==> src/rtl/flags_ctrl_pkg.sv <==
// flags_ctrl_pkg: NZCV bit positions and ARM condition-code encodings shared by the flag logic
// and the branch unit.
package flags_ctrl_pkg;
    localparam int N_BIT = 3;
    localparam int Z_BIT = 2;
    localparam int C_BIT = 1;
    localparam int V_BIT = 0;
    localparam logic [3:0] CC_EQ = 4'd0;
    localparam logic [3:0] CC_NE = 4'd1;
    localparam logic [3:0] CC_CS = 4'd2;
    localparam logic [3:0] CC_CC = 4'd3;
    localparam logic [3:0] CC_MI = 4'd4;
    localparam logic [3:0] CC_PL = 4'd5;
    localparam logic [3:0] CC_VS = 4'd6;
    localparam logic [3:0] CC_VC = 4'd7;
    localparam logic [3:0] CC_HI = 4'd8;
    localparam logic [3:0] CC_LS = 4'd9;
    localparam logic [3:0] CC_GE = 4'd10;
    localparam logic [3:0] CC_LT = 4'd11;
    localparam logic [3:0] CC_GT = 4'd12;
    localparam logic [3:0] CC_LE = 4'd13;
    localparam logic [3:0] CC_AL = 4'd14;
    localparam logic [3:0] CC_NV = 4'd15;
endpackage

==> src/rtl/flags_ctrl_cond_eval.sv <==
// flags_cond_eval: combinational ARM condition-code test of cond_code against {N,Z,C,V}.
module flags_cond_eval
    import flags_ctrl_pkg::*;
(
    input  logic [3:0] cond_code,
    input  logic [3:0] flags,
    output logic       pass
);
    logic n, z, c, v;
    assign n = flags[N_BIT];
    assign z = flags[Z_BIT];
    assign c = flags[C_BIT];
    assign v = flags[V_BIT];
    always_comb begin
        pass = 1'b0;
        case (cond_code)
            CC_EQ: pass = z;
            CC_NE: pass = !z;
            CC_CS: pass = c;
            CC_CC: pass = !c;
            CC_MI: pass = n;
            CC_PL: pass = !n;
            CC_VS: pass = v;
            CC_VC: pass = !v;
            CC_HI: pass = c && !z;
            CC_LS: pass = !c || z;
            CC_GE: pass = n == v;
            CC_LT: pass = n != v;
            CC_GT: pass = !z && (n == v);
            CC_LE: pass = z || (n != v);
            CC_AL: pass = 1'b1;
            default: pass = 1'b0;
        endcase
    end
endmodule

==> src/rtl/flags_ctrl.sv <==
// flags_ctrl: NZCV flag register with restore/write/ALU arbitration, LIFO save stack and
// condition evaluation. Define FLAGS_COND_REG_EN to register cond_pass by one cycle.
module flags_ctrl
    import flags_ctrl_pkg::*;
#(
    parameter int STACK_DEPTH = 4
) (
    input  logic       clk,
    input  logic       reset,
    input  logic       alu_valid,
    input  logic [3:0] alu_flags,
    output logic       alu_ready,
    input  logic       wr_valid,
    input  logic [3:0] wr_flags,
    output logic       wr_ready,
    input  logic       save_req,
    input  logic       restore_req,
    output logic       stack_full,
    output logic       stack_empty,
    output logic       stack_err,
    input  logic [3:0] cond_code,
    output logic       cond_pass,
    output logic [3:0] flags
);
    localparam int AW = $clog2(STACK_DEPTH);
    localparam int PW = AW + 1;

    logic [3:0]    stack [STACK_DEPTH];
    logic [PW-1:0] ptr, ptr_dec;
    logic          push_ok, pop_ok, err, pass_c;

    assign stack_full  = ptr == PW'(STACK_DEPTH);
    assign stack_empty = ptr == '0;
    assign ptr_dec     = ptr - PW'(1);
    assign push_ok     = save_req && !restore_req && !stack_full;
    assign pop_ok      = restore_req && !save_req && !stack_empty;
    assign err         = (save_req && restore_req) || (save_req && stack_full) ||
                         (restore_req && stack_empty);
    assign wr_ready    = !reset && !pop_ok;
    assign alu_ready   = !reset && !pop_ok && !wr_valid;

    always_ff @(posedge clk) begin
        if (reset) begin
            flags     <= '0;
            ptr       <= '0;
            stack_err <= 1'b0;
        end else begin
            stack_err <= err;
            if (pop_ok) begin
                flags <= stack[ptr_dec[AW-1:0]];
                ptr   <= ptr_dec;
            end else begin
                flags <= wr_valid ? wr_flags : alu_valid ? alu_flags : flags;
                if (push_ok)
                    ptr <= ptr + PW'(1);
            end
        end
    end

    // Push captures the pre-update flags so a same-cycle ALU result is not lost.
    always_ff @(posedge clk) begin
        if (!reset && push_ok)
            stack[ptr[AW-1:0]] <= flags;
    end

    flags_cond_eval u_eval (
        .cond_code(cond_code),
        .flags    (flags),
        .pass     (pass_c)
    );

`ifdef FLAGS_COND_REG_EN
    always_ff @(posedge clk) begin
        cond_pass <= reset ? 1'b0 : pass_c;
    end
`else
    assign cond_pass = pass_c;
`endif
endmodule
==> config.mk <==
export PLATFORM = sky130hd
export DESIGN_NAME = flags_ctrl
export DESIGN_NICKNAME = d
export VERILOG_FILES = /design/src/rtl/flags_ctrl_pkg.sv /design/src/rtl/flags_ctrl_cond_eval.sv /design/src/rtl/flags_ctrl.sv
export SDC_FILE = /design/constraint.sdc
export NUM_CORES = 1
export LEC_CHECK = 0
export ABC_AREA = 1
export CAP_MARGIN = 10
export CORE_MARGIN = 5
export CORE_UTILIZATION = 54
export DETAILED_ROUTE_END_ITERATION = 7
export PLACE_DENSITY = 0.93
export SETUP_SLACK_MARGIN = 0.3
export SKIP_CTS_REPAIR_TIMING = 1
export SLEW_MARGIN = 20
export SYNTH_ARGS = -nofsm -noshare
export SYNTH_HDL_FRONTEND = slang
export SYNTH_SLANG_ARGS = --single-unit
==> constraint.sdc <==
create_clock -name clk -period 4.8 [get_ports clk]
set_input_delay 0.96 -clock clk [delete_from_list [all_inputs] [get_ports clk]]
set_output_delay 0.96 -clock clk [all_outputs]
set_load 0.005 [all_outputs]
# Word level (Yosys, flattened, before mapping)

Memory sizes are Yosys's and may differ from the RTL's.
Index checks and enable logic that the tools add are counted.

Register bits after elaboration: 8
RAM bits: 16
Input port bits: 18
Output and inout port bits: 10
Word-level logic and storage cells: 62
Memories kept: 1

$add $sub $neg: 2
Equal/unequal tests: 17
Mux-type cells: 8
Reduce and logical (&&, ||, !) cells: 31

Memories:

| name  | words | width | read ports | clocked after Yosys merged registers in | write ports | line             | text |
|---|---|---|---|---|---|---|---|
| stack | 4     | 4     | 1          | 0                                       | 1           | flags_ctrl.sv:28 | `logic [3:0] stack [STACK_DEPTH];` |

Operators with widths:

| operator            | count |
|---|---|
| $eq 4x4->1 const B  | 7 |
| $eq 4x3->1 const B  | 4 |
| $pmux 1 s15         | 1 |
| $logic_and 1x1->1   | 12 |
| $mux 4              | 3 |
| $logic_not 1->1     | 11 |
| $eq 4x2->1 const B  | 2 |
| $mux 3              | 2 |
| $eq 4x1->1 const B  | 1 |
| $logic_not 4->1     | 1 |
| $logic_or 1x1->1    | 4 |
| $add 3x1->3 const B | 1 |
| $eq 3x3->1 const B  | 1 |
| $logic_not 3->1     | 1 |
| $reduce_bool 3->1   | 1 |
| $sub 3x1->3 const B | 1 |
| $mux 1              | 2 |
| $reduce_bool 2->1   | 1 |
| $eq 1x1->1          | 1 |
| $ne 1x1->1          | 1 |

# Depth between registers and ports, before layout

Gate-level depths: netlist of the first run.

Depth after elaboration: 6
Gate-level depth with buffers: 9
Gate-level depth less buffers: 9

# Cells and area by module

From an unflattened synthesis of the first run, not the netlist that was laid out.

Cell total of the unflattened synthesis: 188
Area total of the unflattened synthesis: 1420.1 um^2

By module, submodules not included:

| module          | instances | cells an instance | area each (um^2) | seq. area each (um^2) |
|---|---|---|---|---|
| flags_ctrl      | 1         | 133               | 1191.1           | 640.6 |
| flags_cond_eval | 1         | 55                | 229.0            | 0.0 |

# Worst setup path before layout of the first run

OpenSTA, ideal clock, no wires.

Path kind: in2out
From: in cond_code[0]
To: out cond_pass
Arrival time: 1540 ps
Required time: 3840 ps
Setup slack: 2300 ps
Stages: 9
Buffers on the path: 1
Cell sequence: buf_2 nand2_1 inv_1 nand2_1 nand3_1 nand2_1 nand2_1 nor2_1 nand2_1

Word-level cells in the longest chain between the ends: 2
Elaborated cells between the ends (all ways): 16
Those cells by class: eq/ne: 14; mux: 1; reduce/logical: 1

RTL lines:

| item                                     | line                       | text |
|---|---|---|
| start: declaration                       | flags_ctrl.sv:21           | `input logic [3:0] cond_code,` |
| $eq 4x4->1, or another cell as far along | flags_ctrl_cond_eval.sv:16 | `case (cond_code)` |
| $pmux 1 s15 *                            | flags_ctrl_cond_eval.sv:16 |  |
| end: declaration                         | flags_ctrl.sv:22           | `output logic cond_pass,` |

Mark *: on every way between the ends. The rest lies on a longest branch, timed or not.

# Worst setup path after layout of the first run

From: reg ptr[0]
To: out alu_ready

Word-level cells in the longest chain between the ends: 6

RTL lines:

| item                           | line             | text |
|---|---|---|
| start: declaration             | flags_ctrl.sv:29 | `logic [PW-1:0] ptr, ptr_dec;` |
| start signal: assignment       | flags_ctrl.sv:51 | `ptr <= ptr_dec;` |
| start signal: assignment       | flags_ctrl.sv:55 | `ptr <= ptr + PW'(1);` |
| $logic_not 3->1                | flags_ctrl.sv:33 | `assign stack_empty = ptr == '0;` |
| $logic_not 1->1                | flags_ctrl.sv:36 | `assign pop_ok = restore_req && !save_req && !stack_empty;` |
| $logic_and 1x1->1              | flags_ctrl.sv:36 |  |
| $logic_not 1->1                | flags_ctrl.sv:40 | `assign alu_ready = !reset && !pop_ok && !wr_valid;` |
| $logic_and 1x1->1 (2 in a row) | flags_ctrl.sv:40 |  |
| end: declaration               | flags_ctrl.sv:12 | `output logic alu_ready,` |

No other way between the ends.

==> reports/metrics.yaml, run 1 <==
rsz0062_at_grt: "false"
syn-num-nets: 193
synth_top_area_share: 0.355
ant_nets: 0
setup_viol: 0
clk_latency_ns: 0.32
ys_top_cells_by_area: "edfxtp_1, dfxtp_1, nand2_1"
post-route-min-period_ns: 3.77
dp_hpwl_mm: 2.41
worstHoldStart: "ptr[2]$_SDFFE_PP0P_"
vias: 1284
rr_worst_depth: 6
grt.overflow.total: 0
reg2reg_from: "ptr[0]$_SDFFE_PP0P_"
synth_cell_types: 23
r2r_slack_ns: 2.22
grt_antenna_before_repair: 0
grt_pass1_wl_mm: 5.39
worstSetupPathType: "flip-flop to primary output"
syn_inst: 169
hold_end: "ptr[2]$_SDFFE_PP0P_"
synth.yosys.seq_area_share: 0.473
hold_class: "flip-flop to flip-flop"
cts_sinks: 24
final_common_cell: "nand2_1"
cp-end-kind: "primary output"
grt_pass1_vias: 1290
initial_core_util: 0.557
power_density_mw_per_mm2: 299
fin_util: 0.699
netlist_area_mm2: 0.00135
grt_use_total: 0.202
maxSlewViolCount: 0
syn_to_final_growth_pct: 25.5
fin_area_mm2: 0.00170
power.leakage_nw: 0.699
num_rows: 18
tightest_slew_ns: 0.457
postSynthAreaPerCell_um2: 8.01
place_area_mm2: 0.00165
root_buffer: "clkbuf_4"
total_power_mw: 0.509
post_drt_wl_per_cell_um: 14.7
clk_path_buf_depth: 2
viasPerCell: 5.66
cp.required_ns: 3.84
max_freq_mhz: 265
start_kind: "flip-flop"
drt_iter0_drc: 41
fin_cells: 227
die_y_um: 60.1
yosys.area.top_type: "edfxtp_1"
io_buffer_count: 27
skew_ns: 0.0168
clk_pin_slew_worst_paths_ns: 0.14
diodes: 0
cap_violations: 0
cts_max_level: 1
ir_drop_v: 0.000188
reg2reg_to: "stack[0][1]$_DFFE_PP_"
num_io_pins: 28
cp.arrival_ns: 2.81
post-route-drc-count: 0
grt_max_degree: 15
ys_ff_latch: 24
place.gp.congestion: 0.845
final_cell_mix: "nand2_1, clkdlybuf4s50_1, nand3_1, inv_1, edfxtp_1"
die_w_um: 60.1
dr.pass1.iters: 4
drive_above_1_share: 0.0863
yosys_warnings: 0
holdPathStages: 2
core_area_mm2: 0.00243
period_share: 0.786
status: "finished, final reports clean"
path_max_fanout: 13
wl_mm: 3.34
cts_buffers: 3
max-slew-margin-rel: 0.695
cts_tree: "built"
nets: 222
finalSetupTns_ns: 0
placed_cells: 223
hold_violations: 0
die_area_mm2: 0.00361
## power by group
group	leakage (nW)	switching (mW)	total [mW]	internal, mW
Sequential	0.215	0.0146	0.246	0.231
Clock	0.0279	0.0611	0.146	0.0845
Combinational	0.456	0.0631	0.117	0.0538
## how the worst max path moves through the flow
| stage | startpoint | end | slack (ns) | cells after the start |
|---|---|---|---|---|
| after CTS | ptr[0]$_SDFFE_PP0P_ | alu_ready | 1.05 | 8 |
| final | ptr[0]$_SDFFE_PP0P_ | alu_ready | 1.03 | 8 |
| after global placement | cond_code[0] | cond_pass | 1.32 | 10 |
| after floorplan | cond_code[0] | cond_pass | 2.30 | 9 |
| after detailed placement | cond_code[1] | cond_pass | 1.24 | 10 |
| after global routing | ptr[0]$_SDFFE_PP0P_ | alu_ready | 0.88 | 8 |
## registers in the layout, indices dropped and copies added, names as in the netlist
register   cells
flags          4
ptr            3
stack         16
stack_err      1
## routing by layer
layer	vias up	global-route usage	wire length, um
met4	0	0.108	114
li1	618	-	-
met2	46	0.394	1810
met5	-	0	0
met1	606	0.201	1280
met3	14	0.0259	138
## per-stage QoR
stage,worst slack (ns),hold WS (ns)
floorplan,2.30,0.491
global placement,1.32,0.505
detailed placement,1.24,0.528
CTS,1.05,0.546
global route,0.878,0.578
finish,1.03,0.552
## cells in the mapped netlist
cell	instances
inv_1	16
nand3b_1	1
a21oi_1	8
dfxtp_1	8
nand2_2	2
o21ai_0	12
nand4_1	1
nand3_1	22
nor2_1	10
inv_2	3
inv_4	1
nor2_4	1
clkinv_1	2
buf_2	3
ha_1	6
nand2_1	40
nand2_4	1
nor3_1	4
nor2_2	4
a21oi_2	1
o211ai_1	1
edfxtp_1	16
o21ai_1	6
## cell families after synthesis
group                    synth area share
flip-flops                          0.473
AND/OR/NAND/NOR                     0.289
buffers and inverters              0.0739
AO/OA/AOI/OAI                       0.108
adder cells (fa/ha/maj)            0.0555
## layout make-up
type                    instances  area (um^2)
clock inverters                 1         30.0
repair buffers                 27          270
fillers                       200          733
multi-input cells             120          613
inverters                      22         85.1
flip-flops and latches         24          641
well taps                      30         37.5
clock buffers                   3         22.5
## worst max-delay path: stages, from the launching register on
cell,delay (ns)
dfxtp_1,0.63
clkinv_1,0.37
ha_1,0.35
ha_1,0.24
nor2_2,0.15
nand2_4,0.11
inv_4,0.12
nor3_1,0.05
clkdlybuf4s50_1,0.45
Power figures use the tool's default switching activity.
==> run 2, diff against run 1 <==
CORE_ASPECT_RATIO = 2   (was unset)
CORE_UTILIZATION = 50   (was 54)
PLACE_DENSITY = 0.87   (was 0.93)
clock period = 3.96 ns   (was 4.8 ns; I/O delays follow)
==> run 2 against run 1 <==
Compared with the run above:
- routed wire length increased by 0.33%
- combinational power increased by 21%
- design area increased by 1.2%
- clock power increased by 43%
- sequential power increased by 22%
- register-to-register slack got worse by 0.72 ns
- critical path depth unchanged
==> reports/metrics.yaml, run 2 (synthesized netlist as in run 1, its figures left out) <==
status: "finished, final reports clean"  # unchanged
num_rows: 26  # was 18
cts_buffers: 3  # unchanged
switching_power_mw: 0.169  # was 0.139 mW
grt_use_total: 0.189  # was 0.202
setup_viol: 0  # unchanged
root_buffer: "clkbuf_8"  # was clkbuf_4
skew_ns: 0.00188  # was 0.0168 ns
max-slew-margin-rel: 0.679  # was 0.695
tightest_slew_ns: 0.480  # was 0.457 ns
nets: 222  # unchanged
cts_max_level: 1  # unchanged
start_kind: "flip-flop"  # unchanged
viasPerCell: 5.49  # was 5.66
initial_core_util: 0.527  # was 0.557
finalSetupTns_ns: 0  # unchanged
drt_iter0_drc: 13  # was 41
maxSlewViolCount: 0  # unchanged
final_cell_mix: "nand2_1, clkdlybuf4s50_1, nand3_1, inv_1, edfxtp_1"  # unchanged
post_drt_wl_per_cell_um: 14.9  # was 14.7 um
swShare: 0.260  # was 0.273
grt_pass1_vias: 1305  # was 1290
final_common_cell: "nand2_1"  # unchanged
wl_mm: 3.35  # was 3.34 mm
power.leakage_nw: 0.706  # was 0.699 nW
die_w_um: 46.8  # was 60.1 um
grt_max_degree: 15  # unchanged
largest_register_ffs: 16  # unchanged
internal-power_mw: 0.481  # was 0.370 mW
place.gp.congestion: 0.835  # was 0.845
multiInputGateArea_um2: 613  # unchanged
period_share: 0.872
core_area_mm2: 0.00257  # was 0.00243 mm^2
cts_tree: "built"  # unchanged
grt_antenna_before_repair: 0  # unchanged
fin_util: 0.669  # was 0.699
ir_drop_v: 0.000330  # was 0.000188 V
cap_violations: 0  # unchanged
crit_path_top_delay_cell: "dfxtp_1"  # unchanged
die_area_mm2: 0.00391  # was 0.00361 mm^2
clk_latency_ns: 0.26  # was 0.32 ns
worst_path_most_repeated_cell: "ha_1"  # unchanged
power_frac_seq: 0.460  # was 0.484
clk_path_buf_depth: 2  # unchanged
worstSetupPathType: "flip-flop to primary output"  # unchanged
critical_path_buf_inv_count: 3  # unchanged
clk_pin_slew_worst_paths_ns: 0.08  # was 0.14 ns
power_density_mw_per_mm2: 378  # was 299 mW/mm^2
cp.required_ns: 3.17  # was 3.84 ns
clkPwrFrac: 0.322  # was 0.286
pwr-share-comb: 0.219  # was 0.230
path_max_fanout: 13  # unchanged
die_y_um: 83.6  # was 60.1 um
cts_sinks: 24  # unchanged
rsz0062_at_grt: "false"  # unchanged
max_freq_mhz: 290
fill_cells: 210  # was 200
dp_hpwl_mm: 2.71  # was 2.41 mm
dr.pass1.iters: 4  # unchanged
regArea_um2: 641  # unchanged
vias: 1235  # was 1284
slowest_delay_ns: 0.63  # about the same
diodes: 0  # unchanged
post-route-min-period_ns: 3.45
num_io_pins: 28  # unchanged
grt_pass1_wl_mm: 5.58  # was 5.39 mm
cp-end-kind: "primary output"  # unchanged
hold_violations: 0  # unchanged
drive_above_1_share: 0.0914  # was 0.0863
grt.overflow.total: 0  # unchanged
io_buffer_count: 27  # unchanged
crit_family: "buffers and inverters"  # unchanged
hold_class: "flip-flop to flip-flop"  # unchanged
ant_nets: 0  # unchanged
post-route-drc-count: 0  # unchanged
path_cells: "clkinvlp_4, ha_1, ha_1, nor2_2, nand2_4, inv_4, nor3_1, clkdlybuf4s50_1"  # was clkinv_1, ha_1, ha_1, nor2_2, nand2_4, inv_4, nor3_1, clkdlybuf4s50_1
syn_to_final_growth_pct: 27.0  # was 25.5%
cp.arrival_ns: 2.66  # was 2.81 ns
run 2: path summary, 6_finish.rpt:
check	from	end	slack, ns	cells past startpoint
worst max register to register	ptr[0]$_SDFFE_PP0P_	stack[3][2]$_DFFE_PP_	1.50	6
worst min register to register	ptr[2]$_SDFFE_PP0P_	ptr[2]$_SDFFE_PP0P_	0.52	2
worst min-delay path	ptr[2]$_SDFFE_PP0P_	ptr[2]$_SDFFE_PP0P_	0.52	2
worst max-delay path	ptr[0]$_SDFFE_PP0P_	alu_ready	0.51	8
run 2: metal layers:
metal,global-route usage,wire length (um),vias up
li1,-,-,616
met1,0.187,1170,574
met2,0.349,1950,33
met3,0.0302,100,12
met4,0.0831,127,0
met5,0,0,-
run 2: tightest hold or removal path, cell delays in order (launching register included):
cell	delay [ns]
dfxtp_1	0.34
o211ai_1	0.09
nand2_1	0.05
run 2: area by class of cell:
class | instances | share of cell area
clock buffers | 3 | 0.0240
clock inverters | 1 | 0.0175
inverters | 22 | 0.0517
multi-input cells | 120 | 0.357
flip-flops and latches | 24 | 0.373
well taps | 28 | 0.0204
repair buffers | 27 | 0.157
run 2: power groups by stage:
stage	clock (mW)	sequential (mW)	combinational [mW]
after global routing	0.223	0.301	0.159
after CTS	0.213	0.298	0.143
after global placement	0	0.303	0.134
final	0.209	0.299	0.142
after floorplan	0	0.296	0.0812
after detailed placement	0	0.304	0.141
run 2: per-stage QoR:
step	area (um^2)	hold WS [ns]	total power, mW	instances	setup slack, ns
after floorplan	1350	0.491	0.378	169	1.72
after global placement	1640	0.507	0.437	221	0.773
after CTS	1720	0.526	0.655	225	0.470
after detailed placement	1640	0.517	0.445	221	0.709
after global routing	1720	0.573	0.683	225	0.314
final	1720	0.521	0.650	225	0.507
